### config.mk
export PLATFORM = sky130hd
export DESIGN_NAME = fu_share_arb
export DESIGN_NICKNAME = d
export VERILOG_FILES = /design/src/rtl/fu_share_arb_pkg.sv /design/src/rtl/lfsr_prio_gen.sv /design/src/rtl/fu_share_arb.sv
export SDC_FILE = /design/constraint.sdc
export NUM_CORES = 1
export LEC_CHECK = 0
export BUFFER_PORTS_ARGS = -buffer_cell sky130_fd_sc_hd__clkbuf_2
export CORE_ASPECT_RATIO = 1.4
export CORE_MARGIN = 2
export CORE_UTILIZATION = 47
export DETAILED_ROUTE_END_ITERATION = 8
export GPL_ROUTABILITY_DRIVEN = 0
export PLACE_DENSITY = 0.78
export RECOVER_POWER = 25
export SLEW_MARGIN = 5
export SYNTH_ARGS = -nofsm -noshare
export SYNTH_HDL_FRONTEND = slang
export SYNTH_SLANG_ARGS = --single-unit
### constraint.sdc
create_clock -name clk -period 2.7 [get_ports clk]
set_clock_uncertainty 0.1 [all_clocks]
set_input_delay 0 -clock clk [delete_from_list [all_inputs] [get_ports clk]]
set_output_delay 0 -clock clk [all_outputs]
set_load 0.01 [all_outputs]
### src/rtl/fu_share_arb_pkg.sv
// fu_share_arb_pkg: shared types and constants for the shared functional-unit arbiter.
// Holds the FSM state type, LFSR tap mask, index width and default seed.
package fu_share_arb_pkg;

  typedef enum logic {
    IDLE = 1'b0,
    BUSY = 1'b1
  } state_t;

  // x^8 + x^6 + x^5 + x^4 + 1, i.e. fb = q7 ^ q5 ^ q4 ^ q3
  localparam logic [7:0] LFSR_TAPS     = 8'hB8;
  localparam logic [7:0] LFSR_SEED_DEF = 8'hA5;
  localparam int         N_REQ_DEF     = 4;
  localparam int         IDX_W         = $clog2(N_REQ_DEF);

  function automatic logic [31:0] lfsr_taps(input int w);
    case (w)
      4:       return 32'h0000_000C;
      5:       return 32'h0000_0014;
      6:       return 32'h0000_0030;
      7:       return 32'h0000_0060;
      8:       return {24'h0, LFSR_TAPS};
      16:      return 32'h0000_B400;
      default: return 32'(3) << (w - 2);
    endcase
  endfunction

endpackage

### src/rtl/lfsr_prio_gen.sv
// lfsr_prio_gen: free-running Fibonacci LFSR that supplies the rotating start index.
// Reloads the seed on flush; the top tap is always set so the register never reaches zero.
module lfsr_prio_gen
  import fu_share_arb_pkg::*;
#(
  parameter int                LFSR_W    = 8,
  parameter logic [LFSR_W-1:0] LFSR_SEED = LFSR_W'(LFSR_SEED_DEF),
  parameter int                IW        = IDX_W
)(
  input  logic          clk,
  input  logic          rst_n,
  input  logic          flush,
  output logic [IW-1:0] start_idx
);

  localparam logic [LFSR_W-1:0] TAPS = LFSR_W'(lfsr_taps(LFSR_W));

  logic [LFSR_W-1:0] q;
  logic              fb;

  assign fb = ^(q & TAPS);

  always_ff @(posedge clk or negedge rst_n) begin
    if (!rst_n) begin
      q <= LFSR_SEED;
    end else if (flush) begin
      q <= LFSR_SEED;
    end else begin
      q <= {q[LFSR_W-2:0], fb};
    end
  end

  assign start_idx = q[IW-1:0];

endmodule

### src/rtl/fu_share_arb.sv
// fu_share_arb: grants one of N_REQ requesters to a shared non-pipelined multi-cycle unit.
// Optional starvation guard enabled by defining FU_SHARE_ARB_STARVE_GUARD_EN.
//
// state | meaning
// IDLE  | unit free, grant allowed
// BUSY  | op in flight, cnt counts down; grant allowed again at cnt==0
module fu_share_arb
  import fu_share_arb_pkg::*;
#(
  parameter int                N_REQ     = 4,
  parameter int                TAG_W     = 6,
  parameter int                OP_LAT    = 4,
  parameter int                LFSR_W    = 8,
  parameter logic [LFSR_W-1:0] LFSR_SEED = LFSR_W'(LFSR_SEED_DEF)
`ifdef FU_SHARE_ARB_STARVE_GUARD_EN
  , parameter int              STARVE_LIM = 8
`endif
)(
  input  logic                       clk,
  input  logic                       reset,
  input  logic                       flush,
  input  logic [N_REQ-1:0]           req_valid,
  input  logic [N_REQ*TAG_W-1:0]     req_tag,
  output logic [N_REQ-1:0]           req_ready,
  output logic                       fu_valid,
  output logic [TAG_W-1:0]           fu_tag,
  output logic [$clog2(N_REQ)-1:0]   fu_src,
  output logic                       done_valid,
  output logic [TAG_W-1:0]           done_tag,
  output logic                       busy
);

  localparam int            IW       = $clog2(N_REQ);
  localparam int            CW       = $clog2(OP_LAT);
  localparam logic [CW-1:0] CNT_LOAD = CW'(OP_LAT - 1);

  state_t        state_q, state_d;
  logic [CW-1:0] cnt_q, cnt_d;
  logic [IW-1:0] start_idx, scan_idx, pick_idx;
  logic          pick_valid, grant_win, grant, done_d;

  lfsr_prio_gen #(
    .LFSR_W    (LFSR_W),
    .LFSR_SEED (LFSR_SEED),
    .IW        (IW)
  ) u_lfsr (
    .clk       (clk),
    .rst_n     (reset),
    .flush     (flush),
    .start_idx (start_idx)
  );

  // Scan from the far end so the first valid at or after start_idx is the last write.
  always_comb begin
    scan_idx   = '0;
    pick_valid = 1'b0;
    for (int k = N_REQ - 1; k >= 0; k--) begin
      if (req_valid[start_idx + IW'(k)]) begin
        pick_valid = 1'b1;
        scan_idx   = start_idx + IW'(k);
      end
    end
  end

`ifdef FU_SHARE_ARB_STARVE_GUARD_EN
  localparam int AW = $clog2(STARVE_LIM + 1);

  logic [N_REQ-1:0][AW-1:0] age_q;
  logic                     starve_any;
  logic [IW-1:0]            starve_idx;

  always_comb begin
    starve_any = 1'b0;
    starve_idx = '0;
    for (int i = N_REQ - 1; i >= 0; i--) begin
      if (req_valid[i] && (age_q[i] >= AW'(STARVE_LIM))) begin
        starve_any = 1'b1;
        starve_idx = IW'(i);
      end
    end
  end

  assign pick_idx = starve_any ? starve_idx : scan_idx;

  always_ff @(posedge clk or negedge reset) begin
    if (!reset) begin
      age_q <= '0;
    end else begin
      for (int i = 0; i < N_REQ; i++) begin
        if (flush || !req_valid[i] || req_ready[i]) begin
          age_q[i] <= '0;
        end else if (age_q[i] != AW'(STARVE_LIM)) begin
          age_q[i] <= age_q[i] + 1'b1;
        end
      end
    end
  end
`else
  assign pick_idx = scan_idx;
`endif

  // IDLE always holds cnt at zero, so cnt==0 also covers the back-to-back slot.
  assign grant_win = reset && !flush && ((state_q == IDLE) || (cnt_q == '0));
  assign req_ready = (grant_win && pick_valid) ? (N_REQ'(1) << pick_idx) : '0;
  assign grant     = |req_ready;

  always_comb begin
    state_d = state_q;
    cnt_d   = cnt_q;
    done_d  = 1'b0;
    if (flush) begin
      state_d = IDLE;
      cnt_d   = '0;
    end else if (grant) begin
      state_d = BUSY;
      cnt_d   = CNT_LOAD;
      done_d  = (state_q == BUSY);
    end else if (state_q == BUSY) begin
      if (cnt_q == '0) begin
        state_d = IDLE;
        done_d  = 1'b1;
      end else begin
        cnt_d = cnt_q - 1'b1;
      end
    end
  end

  always_ff @(posedge clk or negedge reset) begin
    if (!reset) begin
      state_q    <= IDLE;
      cnt_q      <= '0;
      fu_valid   <= 1'b0;
      fu_tag     <= '0;
      fu_src     <= '0;
      done_valid <= 1'b0;
      done_tag   <= '0;
    end else begin
      state_q    <= state_d;
      cnt_q      <= cnt_d;
      fu_valid   <= grant;
      done_valid <= done_d;
      if (grant) begin
        fu_tag <= req_tag[int'(pick_idx)*TAG_W +: TAG_W];
        fu_src <= pick_idx;
      end
      // fu_tag still holds the in-flight tag here, even when a new launch overwrites it
      if (done_d) begin
        done_tag <= fu_tag;
      end
    end
  end

  assign busy = (state_q == BUSY);

endmodule

==> impl_results.md, run 1 <==
* Crit start category: register
* R2r setup slk at 180 ps
* Psw at between 0.3 and 0.4 mW
* Tightest Pin Transition at between 1000 and 1500 ps
* Clock network power share at 0.152
* Final Slew Violations at 0
* WP data required at between 2000 and 3000 ps
* Routed via count at about 1200
* WL per Instance at approximately 16 µm
* Worst reg2reg path startpoint: u_lfsr.q[0]$_DFF_PN1_
* Hold Path Class: in2reg
* N_diodes at 0
* Relative slew slack at 0.0426
* P per Cell Area at roughly 590 nW/µm²
* Peak VDD IR at about 0.40 mV
* Status: complete, no violations
* Mux contribution to synthesized area at 0.0992
* Leading area contributor after synthesis: dfrtp_1
* # fillers at 190
* Ports at between 50 and 60
* Unrepaired setup endpoints after global routing: no
* Mapped Area at approximately 1300 µm²
* Max_cap viols at 0
* Register area at around 700 µm²
* DRT Pass-1 Iters at 4
* Largest family of logic cells by synthesized area: simple AND/OR/NAND/NOR gates
* Most common cell after layout, fill and taps aside: clkbuf_2
* Worst Path Arrival at approximately 2600 ps
* Vias in the first global route at ~1400
* First-pass GRT wire length at roughly 6.3 mm
* Die width at between 40 and 50 µm
* Unique masters post-synth at 34
* Syn nets at ~150
* CP Launch Point: u_lfsr.q[0]$_DFF_PN1_
* Hold-critical path depth at 3
* Grt ovf at 0
* TritonCTS clock tree: built
* P_leak at ~0.99 nW
* Post-synth top area share at 0.435
* Post-synthesis adder-cell area fraction at 0.00945
* Total GRT Usage at 0.255
* Synth Area in Compound Gates at 0.140
* R2R cell count at 7
* DRC at 0
* Initial antenna violation count at 0
* Setup CP Type: reg2reg
* Via density at 5.22
* Cell Rows at 22
* Largest fanout on the critical path at 13
* Initial Utilization at 0.501
* Avg Cell Area, Syn at ~11 µm²
* Final setup fails at 0
* # clock sinks at 27
* Most frequent cells in the layout: clkbuf_2 (50), dlygate4sd3_1 (27), nand2_1 (26)
* Max Clk Rate at between 300 and 400 MHz
* DR iter-0 viols at 20
* H-Tree Depth at 1
* Fin crit share at 0.934
* Reg clk slew, reported paths at 140 ps
* Maximum clock path buffer count at 2
* Final WL at 3.84 mm
* # port buffers at approximately 50
* Clock Tree Root: clkbuf_4
* Final Hold Viols at 0
* Max incr delay on CP at slightly below 600 ps
* Die Y-Extent at 66.8 µm
* Setup TNS at 0 ps
* Synth Register Bits at 27
* Number of synthesis warnings at 0
* Layout area overhead at 44.8%
* Reg power frac at 0.485
* Sw Ratio at 0.339
* Pwr Total at 1.14 mW
* Post-synthesis cell count at 120
* Final #Nets at about 230
* Cts bufs inserted at 3
* Comb pwr share at 0.363
* Xor-xnor portion of the synthesized cell area at 0.0198
* Core area at ~2600 µm²
* Clk_lat worst skew at 320 ps
* Hold Crit Start: req_valid[0]
* CP endpoint kind: register
* Top post-synthesis cells by area: dfrtp_1 (43%), mux2i_1 (9.1%), dfstp_2 (7.9%), nand2_1 (7.4%), o221ai_2 (5.7%)
* P_int at about 0.75 mW
* Seq/Total Area, Yosys at 0.514
* Multi-input gate area in the final layout at roughly 590 µm²
* Antenna viol nets, final at 0
* Die area at 3260 µm²
* Share of layout cells above drive strength 1 at 0.363
* Worst path slowest cell: dfstp_2
* Final min period at about 2500 ps
* Largest net degree at the start of global routing at 28
* Synth Area in Simple Gates at 0.175
* Worst-path cell chain: nor2b_1 > a211o_1 > a21oi_4 > buf_12 > mux2i_1 > dlygate4sd3_1 > o221ai_1
==> worst max-delay path: cells and delay by family (launching register included) <==
family	cells	cell delay [ps]
buffers and inverters	2	770
muxes	1	230
AOI/OAI and AO/OA	3	650
and+or+nand+nor	1	70
DFF	1	590
==> kinds of logic (layout without fill, tap and decap cells) <==
group,after synthesis,in the layout
xor gates and xnor gates,3,3
muxes,13,13
AOI/OAI and AO/OA,17,17
DFF,27,27
buffers and inverters,11,92
and+or+nand+nor,48,48
adders and majority gates,1,1
==> cells in the mapped netlist (all sizes together) <==
library cell and number:
a211o 1, a211oi 1, a21oi 3, a221oi 1, and3 3, buf 2
clkbuf 1, dfrtp 23, dfstp 4, ha 1, inv 8, mux2 1
mux2i 12, nand2 28, nand2b 1, nand3b 1, nor2 2, nor2b 6
nor3 2, o211a 1, o211ai 1, o21bai 1, o221ai 7, o41ai 1
or2 3, or3 1, or3b 1, xnor2 1, xor2 2
==> per-stage QoR <==
step,instance area (µm²),worst slack [ps],hold slack [ps],utilization,cells
CTS,1900,82.3,135,0.720,236
detailed placement,1610,610,-45.9,0.607,205
global placement,1610,710,-52.9,0.607,205
global route,1920,52.1,222,0.725,237
finish,1920,178,154,0.725,237
floorplan,1320,799,-396,-,120
==> sequential cells by signal, indices dropped and copies added, names as in the netlist <==
register	flops
cnt_q	2
fu_valid	1
fu_tag	6
done_tag	6
busy	1
done_valid	1
u_lfsr.q	8
fu_src	2
==> timing repair <==
item | 4_1_cts | 5_1_grt
hold endpoints to repair | 44 | 0
buffers inserted | 0 | 1
gates resized for setup | 0 | 0
hold buffers | 27 | 0
setup endpoints to repair | 0 | 6
==> path summary, 6_finish.rpt <==
path	endpoint
worst max register to register	fu_tag[0]$_DFFE_PN0P_
worst min register to register	u_lfsr.q[7]$_DFF_PN1_
worst min-delay path	cnt_q[1]$_DFFE_PN0P_
max in group asynchronous	done_tag[4]$_DFFE_PN0P_
worst max-delay path	fu_tag[0]$_DFFE_PN0P_
min in group asynchronous	fu_tag[1]$_DFFE_PN0P_
==> layer usage <==
layer	global-route usage	wire length [µm]
met4	0.125	78
met3	0.0404	209
met5	0	0
met1	0.264	1450
met2	0.495	2090
==> layout make-up <==
type	instances	area share
sequential	27	0.355
clock buffer	4	0.0137
timing repair buffer	80	0.286
multi-input combinational	82	0.306
inverter	8	0.0157
tap	36	0.0235
==> power by group through the flow <==
stage,combinational (mW),sequential (mW),clock (mW)
finish,0.414,0.552,0.173
global placement,0.327,0.549,0
detailed placement,0.340,0.556,0
floorplan,0.176,0.578,0
CTS,0.392,0.548,0.175
global route,0.454,0.560,0.192
(Power assumes the default switching activity.)
==> run 2, diff against run 1 <==
--- a/config.mk
+++ b/config.mk
@@ -7,10 +7,10 @@
 export LEC_CHECK = 0
 export BUFFER_PORTS_ARGS = -buffer_cell sky130_fd_sc_hd__clkbuf_2
 export CORE_ASPECT_RATIO = 1.4
-export CORE_MARGIN = 2
 export CORE_UTILIZATION = 47
 export DETAILED_ROUTE_END_ITERATION = 8
 export GPL_ROUTABILITY_DRIVEN = 0
+export GPL_TIMING_DRIVEN = 0
 export PLACE_DENSITY = 0.78
 export RECOVER_POWER = 25
 export SLEW_MARGIN = 5
==> constraint.sdc (replaced) <==
create_clock -name clk -period 2.7 [get_ports clk]
set_clock_uncertainty 0.1 [all_clocks]
set_input_delay 0.54 -clock clk [delete_from_list [all_inputs] [get_ports clk]]
set_output_delay 0.54 -clock clk [all_outputs]
set_load 0.01 [all_outputs]
==> impl_results.md, run 2 (synthesis gave the netlist of run 1 again) <==
* Status: complete, no violations
* DR iter-0 viols at 14
* Hold Path Class: in2async
* Worst hold slack at approximately 230 ps
* HPWL Detailed at 2.15 mm
* Final #Nets at 210
* Pwr Total at between 1 and 1.5 mW
* Maximum clock path buffer count at 2
* Max_cap viols at 0
* Largest fanout on the critical path at 10
* Die Y-Extent at about 65 µm
* Most frequent cells in the layout: clkbuf_2 (47), nand2_1 (26), dfrtp_1 (23)
* R2R cell count at 6
* Max Clk Rate at between 300 and 400 MHz
* P_leak at about 0.9 nW
* # fillers at about 240
* Final setup fails at 0
* Crit start category: register
* Cells after DPL at 207
* Core area at ~2600 µm²
* First-pass GRT wire length at ~4.7 mm
* Setup CP Type: reg2out
* Die width at between 40 and 50 µm
* Most common cell after layout, fill and taps aside: clkbuf_2
* Unrepaired setup endpoints after global routing: no
* Fin crit share at 0.958
* # port buffers at 51
* CP Launch Point: cnt_q[0]$_DFFE_PN0P_
* Placed cell areas at around 1600 µm²
* Clock Tree Root: clkbuf_4
* P per Cell Area at 639 nW/µm²
* Ports at 52
* Largest register FFs at 8
* Final Hold Viols at 0
* DRC at 0
* Cell Rows at 22
* Clk_lat worst skew at 320 ps
* H-Tree Depth at 1
* Worst Path Arrival at 1950 ps
* Final min period at 2590 ps
* Max incr delay on CP at just over 400 ps
* Via density at approximately 5.2
* DRT Pass-1 Iters at 2
* Post-Layout Cell Count at around 210
* Grt ovf at 0
* Design Area, Final at roughly 1700 µm²
* Die area at around 3000 µm²
* R2r setup slk at about 760 ps
* Cts bufs inserted at 3
* TritonCTS clock tree: built
* Vias in the first global route at 1036
* Final Slew Violations at 0
* N_diodes at 0
* WP depth at 8
* Routed via count at 1100
* Largest net degree at the start of global routing at 24
* Worst reg2reg path startpoint: u_lfsr.q[0]$_DFF_PN1_
* Buffers & Inverters on Critical Path at 4
* Reg clk slew, reported paths at 140 ps
* Worst-path cell chain: inv_1 > ha_1 > nor2b_1 > or3_1 > buf_4 > inv_4 > and3_1 > clkbuf_2
* Layout area overhead at 25.8%
* Antenna viol nets, final at 0
* Regs by FF count: u_lfsr.q (8), done_tag (6), fu_tag (6)
* Total GRT Usage at 0.213
* CP endpoint: req_ready[3]
* # clock sinks at 27
* Reg-to-Reg End: fu_tag[4]$_DFFE_PN0P_
* WL per Instance at between 10 and 15 µm
* CP endpoint kind: output port
* Largest register by flop count: u_lfsr.q
* Initial Utilization at 0.501
* WP data required at 2060 ps
* CP top delay family: simple AND/OR/NAND/NOR gates
* Initial antenna violation count at 0
* Peak VDD IR at approximately 0.36 mV
* Final WL at between 2 and 3 mm
* Tightest Pin Transition at roughly 1000 ps
* Relative slew slack at 0.334
* Share of layout cells above drive strength 1 at 0.395
* Worst path slowest cell: dfrtp_1
==> run 2: repair_timing <==
item / in CTS / in global routing
resized for setup: 2 / 1
hold endpoints to repair: 23 / 0
buffers inserted: 1 / 0
hold buffers: 1 / 0
endpoints found under the setup margin: 4 / 2
pin swaps: 1 / 0
cloned: 0 / 0
==> run 2: through the flow <==
step / setup TNS (ps) / worst slack, ps / utilization
floorplan: 0 / 413 / -
global route: 0 / 18.9 / 0.630
detailed placement: -947 / -277 / 0.615
finish: 0 / 113 / 0.630
CTS: 0 / 69.5 / 0.634
global placement: -869 / -248 / 0.615
==> run 2: worst min path at each step <==
stage,end,slack (ps),depth (start not counted)
2_1_floorplan,busy$_DFF_PN0_,140,0
6_report,u_lfsr.q[7]$_DFF_PN1_,230,1
3_5_place_dp,u_lfsr.q[7]$_DFF_PN1_,330,1
4_1_cts,u_lfsr.q[7]$_DFF_PN1_,60,1
5_1_grt,u_lfsr.q[7]$_DFF_PN1_,240,1
3_3_place_gp,u_lfsr.q[7]$_DFF_PN1_,320,1
==> run 2: layout make-up <==
type,instances,area [µm²],share of cell area
sequential,27,681,0.409
multi-input combinational,82,587,0.352
timing repair buffer,53,268,0.161
tap,36,45.0,0.0270
inverter,8,32.5,0.0195
clock buffer,4,26.3,0.0158
buffer,3,26.3,0.0158
==> run 2: where the power goes <==
group / switching, mW / internal [mW]
registers: 0.0561 / 0.490
logic: 0.183 / 0.161
clock network: 0.116 / 0.0579
==> run 2: per-layer routing <==
metal | up-vias | wire, µm | global-route usage
met5 | - | 0 | 0
met3 | 4 | 109 | 0.0251
met4 | 0 | 43 | 0.0750
met1 | 529 | 1130 | 0.269
li1 | 529 | - | -
met2 | 38 | 1490 | 0.363
